--- config.mk ---
export PLATFORM = sky130hd
export DESIGN_NAME = mem_arbiter
export DESIGN_NICKNAME = d
export VERILOG_FILES = /design/src/rtl/mem_pkg.sv /design/src/rtl/mem_lane_align.sv /design/src/rtl/mem_arbiter.sv
export SDC_FILE = /design/constraint.sdc
export NUM_CORES = 1
export LEC_CHECK = 0
export CORE_AREA = 8 8 199 201
export CTS_CLUSTER_SIZE = 24
export DETAILED_ROUTE_END_ITERATION = 7
export DIE_AREA = 0 0 207 209
export DONT_BUFFER_PORTS = 1
export PLACE_DENSITY_LB_ADDON = 0.08
export SLEW_MARGIN = 30
export SYNTH_ARGS = -nofsm -noshare
export SYNTH_HDL_FRONTEND = slang
export SYNTH_HIERARCHICAL = 1
export SYNTH_SLANG_ARGS = --single-unit
--- constraint.sdc ---
create_clock -name clk -period 1.9 [get_ports clk]
set_input_delay 0.285 -clock clk [delete_from_list [all_inputs] [get_ports clk]]
set_output_delay 0.285 -clock clk [all_outputs]
set_load 0.005 [all_outputs]
--- src/rtl/mem_pkg.sv ---
// Shared types and constants for the memory arbiter slice.
// Optional feature macro (see mem_arbiter): ARB_ROUND_ROBIN_EN.
package mem_pkg;

    typedef enum logic [1:0] {
        ST_IDLE   = 2'd0,
        ST_RESP_I = 2'd1,
        ST_RESP_D = 2'd2
    } state_t;

    typedef enum logic [1:0] {
        SZ_B = 2'd0,
        SZ_H = 2'd1,
        SZ_W = 2'd2,
        SZ_D = 2'd3
    } size_t;

    localparam logic [7:0] LANE_B = 8'h01;
    localparam logic [7:0] LANE_H = 8'h03;
    localparam logic [7:0] LANE_W = 8'h0F;
    localparam logic [7:0] LANE_D = 8'hFF;

    function automatic logic is_misaligned(input logic [2:0] off, input size_t size);
        case (size)
            SZ_B:    is_misaligned = 1'b0;
            SZ_H:    is_misaligned = off[0];
            SZ_W:    is_misaligned = |off[1:0];
            default: is_misaligned = |off;
        endcase
    endfunction

endpackage

--- src/rtl/mem_lane_align.sv ---
// Byte-lane alignment: store mask/data shift and load extract/extend.
// Purely combinational; store side uses live request, load side uses registered fields.
module mem_lane_align
    import mem_pkg::*;
(
    input  logic [2:0]  st_off,
    input  size_t       st_size,
    input  logic [63:0] st_wdata,
    output logic [7:0]  st_mask,
    output logic [63:0] st_wdata_sh,
    input  logic [2:0]  ld_off,
    input  size_t       ld_size,
    input  logic        ld_signed,
    input  logic [63:0] ld_rdata,
    output logic [63:0] ld_data
);

    logic [7:0]  w_base;
    logic [63:0] w_ld_sh;

    always_comb begin
        case (st_size)
            SZ_B:    w_base = LANE_B;
            SZ_H:    w_base = LANE_H;
            SZ_W:    w_base = LANE_W;
            default: w_base = LANE_D;
        endcase
        st_mask     = w_base << st_off;
        st_wdata_sh = st_wdata << {st_off, 3'b000};
    end

    always_comb begin
        w_ld_sh = ld_rdata >> {ld_off, 3'b000};
        case (ld_size)
            SZ_B:    ld_data = {{56{ld_signed & w_ld_sh[7]}},  w_ld_sh[7:0]};
            SZ_H:    ld_data = {{48{ld_signed & w_ld_sh[15]}}, w_ld_sh[15:0]};
            SZ_W:    ld_data = {{32{ld_signed & w_ld_sh[31]}}, w_ld_sh[31:0]};
            default: ld_data = w_ld_sh;
        endcase
    end

endmodule

--- src/rtl/mem_arbiter.sv ---
// Two-port (instruction/data) arbiter onto a single-port RAM, one access per two cycles.
// Define ARB_ROUND_ROBIN_EN for round-robin contention; default is fixed data priority.
module mem_arbiter
    import mem_pkg::*;
#(
    parameter int ADDR_W = 64,
    parameter int DATA_W = 64
) (
    input  logic              clk,
    input  logic              rst,
    input  logic              i_valid,
    output logic              i_ready,
    input  logic [ADDR_W-1:0] i_addr,
    output logic              i_rvalid,
    output logic [DATA_W-1:0] i_rdata,
    input  logic              d_valid,
    output logic              d_ready,
    input  logic [ADDR_W-1:0] d_addr,
    input  logic              d_wen,
    input  logic [1:0]        d_size,
    input  logic              d_signed,
    input  logic [DATA_W-1:0] d_wdata,
    output logic              d_rvalid,
    output logic [DATA_W-1:0] d_rdata,
    output logic              d_err,
    output logic              ram_en,
    output logic [7:0]        ram_we,
    output logic [ADDR_W-1:0] ram_addr,
    output logic [DATA_W-1:0] ram_wdata,
    input  logic [DATA_W-1:0] ram_rdata
);

    localparam logic [ADDR_W-1:0] ADDR_LO_MASK = ADDR_W'(7);

    state_t      r_state;
    logic [2:0]  r_off;
    size_t       r_size;
    logic        r_signed;
    logic        r_wen;
    logic        r_misal;
    logic        r_i_rvalid;
    logic        r_d_rvalid;
    logic        r_d_err;

    logic        w_idle;
    logic        w_d_prio;
    logic        w_grant_d;
    logic        w_grant_i;
    logic        w_misal;
    logic [7:0]  w_mask;
    logic [63:0] w_wdata_sh;
    logic [63:0] w_ld_data;
    logic [ADDR_W-1:0] w_addr;

`ifdef ARB_ROUND_ROBIN_EN
    logic r_last_i;
    assign w_d_prio = r_last_i;
`else
    assign w_d_prio = 1'b1;
`endif

    assign w_idle    = (r_state == ST_IDLE) && !rst;
    assign w_grant_d = w_idle && d_valid && (!i_valid || w_d_prio);
    assign w_grant_i = w_idle && i_valid && !w_grant_d;
    assign w_misal   = is_misaligned(d_addr[2:0], size_t'(d_size));
    assign w_addr    = w_grant_d ? d_addr : i_addr;

    assign i_ready   = w_grant_i;
    assign d_ready   = w_grant_d;
    assign ram_en    = w_grant_i || (w_grant_d && !w_misal);
    assign ram_addr  = w_addr & ~ADDR_LO_MASK;
    assign ram_we    = (w_grant_d && d_wen && !w_misal) ? w_mask : '0;
    assign ram_wdata = w_grant_d ? w_wdata_sh : '0;

    mem_lane_align u_align (
        .st_off      (d_addr[2:0]),
        .st_size     (size_t'(d_size)),
        .st_wdata    (d_wdata),
        .st_mask     (w_mask),
        .st_wdata_sh (w_wdata_sh),
        .ld_off      (r_off),
        .ld_size     (r_size),
        .ld_signed   (r_signed),
        .ld_rdata    (ram_rdata),
        .ld_data     (w_ld_data)
    );

    assign i_rvalid = r_i_rvalid;
    assign d_rvalid = r_d_rvalid;
    assign d_err    = r_d_err;
    assign i_rdata  = r_i_rvalid ? ram_rdata : '0;
    assign d_rdata  = (r_d_rvalid && !r_wen && !r_misal) ? w_ld_data : '0;

    always_ff @(posedge clk or posedge rst) begin
        if (rst) begin
            r_state    <= ST_IDLE;
            r_off      <= '0;
            r_size     <= SZ_B;
            r_signed   <= 1'b0;
            r_wen      <= 1'b0;
            r_misal    <= 1'b0;
            r_i_rvalid <= 1'b0;
            r_d_rvalid <= 1'b0;
            r_d_err    <= 1'b0;
`ifdef ARB_ROUND_ROBIN_EN
            r_last_i   <= 1'b1;
`endif
        end else begin
            r_i_rvalid <= 1'b0;
            r_d_rvalid <= 1'b0;
            r_d_err    <= 1'b0;
            case (r_state)
                ST_IDLE: begin
                    if (w_grant_d) begin
                        r_state    <= ST_RESP_D;
                        r_d_rvalid <= 1'b1;
                        r_d_err    <= w_misal;
                        r_off      <= d_addr[2:0];
                        r_size     <= size_t'(d_size);
                        r_signed   <= d_signed;
                        r_wen      <= d_wen;
                        r_misal    <= w_misal;
`ifdef ARB_ROUND_ROBIN_EN
                        r_last_i   <= 1'b0;
`endif
                    end else if (w_grant_i) begin
                        r_state    <= ST_RESP_I;
                        r_i_rvalid <= 1'b1;
`ifdef ARB_ROUND_ROBIN_EN
                        r_last_i   <= 1'b1;
`endif
                    end
                end
                default: r_state <= ST_IDLE;
            endcase
        end
    end

endmodule

==> metrics.md <==
| Metric | Value |
|---|---|
| Failing checks | `hold timing, setup timing` |
| First-pass GRT wire length | `58.7 mm` |
| Setup crit end kind | `output port` |
| Count of boundary I/O pins | `between 500 and 600` |
| Fraction of final layout cells with drive strength greater than 1 | `55.0%` |
| Global placer's final weighted congestion | `0.795` |
| Fraction of synthesis flops using an asynchronous set or reset pin | `100%` |
| Core region area | `36,300 µm²` |
| Overall Global Routing Usage | `17.5%` |
| Share of the core filled with cells in the final layout | `27.3%` |
| Primary flip-flop cell chosen by synthesis mapping | `sky130_fd_sc_hd__dfrtp_1` |
| Largest fanout on the critical path | `32` |
| TNS Setup | `-59.21 ns` |
| Final number of setup-violating endpoints | `approximately 200` |
| Router iterations before antenna repair | `5` |
| Average wire length per cell after detail routing | `roughly 30 µm` |
| Most common cell in the netlist | `sky130_fd_sc_hd__and2_1` |
| Clock slew seen by the registers of the worst setup and hold paths | `0.04 ns` |
| Status | `finished with violations` |
| Overall via count from detail_route | `between 7,000 and 8,000` |
| Period Utilization, post-route | `126%` |
| Kind of launch point of the worst setup path | `flip-flop` |
| Most common library cells after synthesis | `213 x sky130_fd_sc_hd__and2_1, 82 x sky130_fd_sc_hd__mux2_2, 73 x sky130_fd_sc_hd__nand2_1` |
| Worst hold path type | `input pin to async pin` |
| Library cell contributing the largest single delay on the critical path | `sky130_fd_sc_hd__dfrtp_4` |
| Dpl hpwl | `31.5 mm` |
| Yosys top cell area share | `roughly a fifth` |
| Worst slew pin tran | `0.707 ns` |
| Post-Route Skew | `about 0.00045 ns` |
| Register-to-Register Setup Slack | `-0.07 ns` |
| Library cell occupying the most area in the post-synthesis netlist | `sky130_fd_sc_hd__and2_1` |
| Number of antenna violations at the first check in global routing | `4` |
| Register bit total from synthesis | `13` |
| WP depth | `6` |
| Endpoints failing hold | `13` |
| Starting density of the core | `19.2%` |
| Required @ worst endpoint | `1.62 ns` |
| Number of warnings issued by yosys | `6` |
| Worst-case setup margin in the final layout | `-0.491 ns` |
| Mapped Area | `6960 µm²` |
| Cell family with the largest share of critical-path delay | `flip-flops` |
| Sequential-to-total area share from yosys stat | `4.67%` |
| Avg Vias per Cell | `a little over 5` |
| Unrepaired setup endpoints after global routing | `true` |
| Highest attainable clock frequency | `around 420 MHz` |
| Crit-path cells | `mux2_4 -> and4_4 -> o311ai_4 -> buf_12 -> o2111ai_1 -> and2_1` |
| Clock period minus final worst setup slack | `2.39 ns` |
| Standard-cell row count | `70` |
| Count of buffers from port buffering | `0` |
| Number of CTS-inserted buffers | `3` |
| CP max stage delay | `approximately 0.55 ns` |
| Count of max-cap constraint violations | `0` |
| Count of mapped cells out of synthesis | `882` |
| Root buf cell | `sky130_fd_sc_hd__clkbuf_16` |
| Clk_lat worst skew | `0.24 ns` |
| Reg-to-Reg End | `r_size[1]` |
| Total leakage power | `4.33 nW` |
| Slew margin rel. | `52.8%` |
| Maximum level of the CTS H-tree | `1` |
| Total die area | `43,300 µm²` |
| Pin count of the biggest net entering global routing | `78` |
| Max Slew Vio Count | `0` |
| Arrival time worst endpoint | `2.11 ns` |
| Clock tree from TritonCTS | `done` |
| Buffer depth of the longest clock path | `2` |
| Total buffers and inverters traversed by the critical path | `1` |
| Filler cell count | `3,962` |
| DRT iter0 DRCs | `432` |
| Critical register-to-register path startpoint | `r_state[0]` |
| Horizontal die dimension | `approximately 210 µm` |
| Area Growth Syn to Fin | `42.4%` |
| Distinct cells, synth | `57` |
| Clock Sink Count | `13` |
| Power density relative to cell area | `518 nW/µm²` |
| Floorplan die height | `209 µm` |
| Remaining DRCs | `0` |
| Final net count | `1,211` |
| Via count of the first global-routing pass | `7,555` |
| Total overflow reported by the global router | `0` |
| Final antenna-violating net count | `0` |
| Type of the setup path with the least slack | `flip-flop to output port` |
| Synthesized area per cell | `roughly 7.9 µm²` |
| Count of cells along the worst register-to-register path | `7` |
| Total routed wirelength | `42.1 mm` |
| Number of synthesized flops with an enable pin | `0` |
| Largest cells by area after synthesis | `sky130_fd_sc_hd__and2_1 19%, sky130_fd_sc_hd__mux4_2 14%, sky130_fd_sc_hd__mux2_2 13%, sky130_fd_sc_hd__mux2i_1 8.6%, sky130_fd_sc_hd__dfrtp_1 4.7%` |
| Number of hold buffers added after cts | `0` |
| Largest vdd supply drop | `approximately 0.19 mV` |
| Hold slack final | `-0.0155 ns` |
-- metrics by stage --
step | power (mW) | worst slack (ns) | cell area, µm² | hold slack, ns | instances
CTS | 4.84 | -0.526 | 9570 | 0.00111 | 1401
global route | 5.44 | -0.576 | 9910 | 0.0318 | 1415
detailed placement | 3.49 | -0.356 | 7840 | 0.256 | 1341
floorplan | 2.54 | -0.0208 | 6980 | 0.162 | 884
global placement | 3.53 | -0.374 | 7840 | 0.258 | 1341
finish | 5.13 | -0.491 | 9910 | -0.0155 | 1418
-- worst max path at each step --
stage                        to     start
finish              d_rdata[53]  r_off[0]
detailed placement  d_rdata[29]  r_off[0]
CTS                 d_rdata[53]  r_off[0]
global placement    d_rdata[29]  r_off[1]
floorplan           d_rdata[29]  r_off[0]
global route        d_rdata[53]  r_off[1]
-- layout by cell type (no fill, tap or decap), drive strengths merged, types with 12 or more instances in the layout --
cell,n
inv,14
mux2,98
and2,216
o21ai,38
mux4,46
o22ai,16
nand4,27
nand2,73
a21oi,26
nor2b,12
and3,16
nor2,56
mux2i,61
dfrtp,13
buf,147
nand3,19
-- routing by layer --
layer | vias to the layer above | part of all wire [%] | GRT usage [%]
met5 | - | 0.029 | 0
met4 | 2 | 0.76 | 1.92
met3 | 24 | 9.6 | 6.39
met2 | 351 | 49 | 30.1
met1 | 3619 | 41 | 21.3
li1 | 3277 | - | -
-- timing repair --
item / 4_1_cts / 5_1_grt
setup buffers: 38 / 21
resized for setup: 253 / 76
pin swaps: 79 / 31
endpoints found under the setup margin: 199 / 207
gates cloned: 20 / 8
-- sequential cells by signal, indices dropped and copies added (netlist names) --
name and flops:
d_rvalid 1, r_size 2, r_misal 1, d_err 1, r_signed 1, r_wen 1
i_rvalid 1, r_off 3, r_state 2
-- area by class of cell --
class | instances | area (µm²) | area share, %
tap | 468 | 586 | 5.91
inverter | 16 | 66.3 | 0.669
timing repair buffer | 153 | 2030 | 20.5
clock buffer | 4 | 78.8 | 0.795
antenna | 4 | 10.0 | 0.101
multi-input combinational | 760 | 6810 | 68.7
sequential | 13 | 332 | 3.34
-- kinds of logic (layout without fill, tap and decap cells) --
family,count (synthesis),count (layout),synth area share [%]
compound gates,112,112,10.4
buf+inv,111,173,9.20
flops,13,13,4.67
mux,205,205,40.6
other cells,1,7,0.0539
simple gates,440,440,35.1
-- worst reg2reg max path: stages (launching register included) --
cell and delay (ns):
sky130_fd_sc_hd__dfrtp_1 0.37, sky130_fd_sc_hd__or4b_4 0.60, sky130_fd_sc_hd__clkinvlp_4 0.14, sky130_fd_sc_hd__buf_6 0.12, sky130_fd_sc_hd__buf_12 0.11, sky130_fd_sc_hd__buf_12 0.10, sky130_fd_sc_hd__buf_8 0.10, sky130_fd_sc_hd__mux2_2 0.32
-- where the power goes --
part	switching [mW]	leakage [nW]	internal, mW	total [mW]
logic	2.00	4.13	2.36	4.36
registers	0.0593	0.157	0.321	0.380
clock network	0.108	0.0382	0.282	0.390
Power figures use the tool's default switching activity.
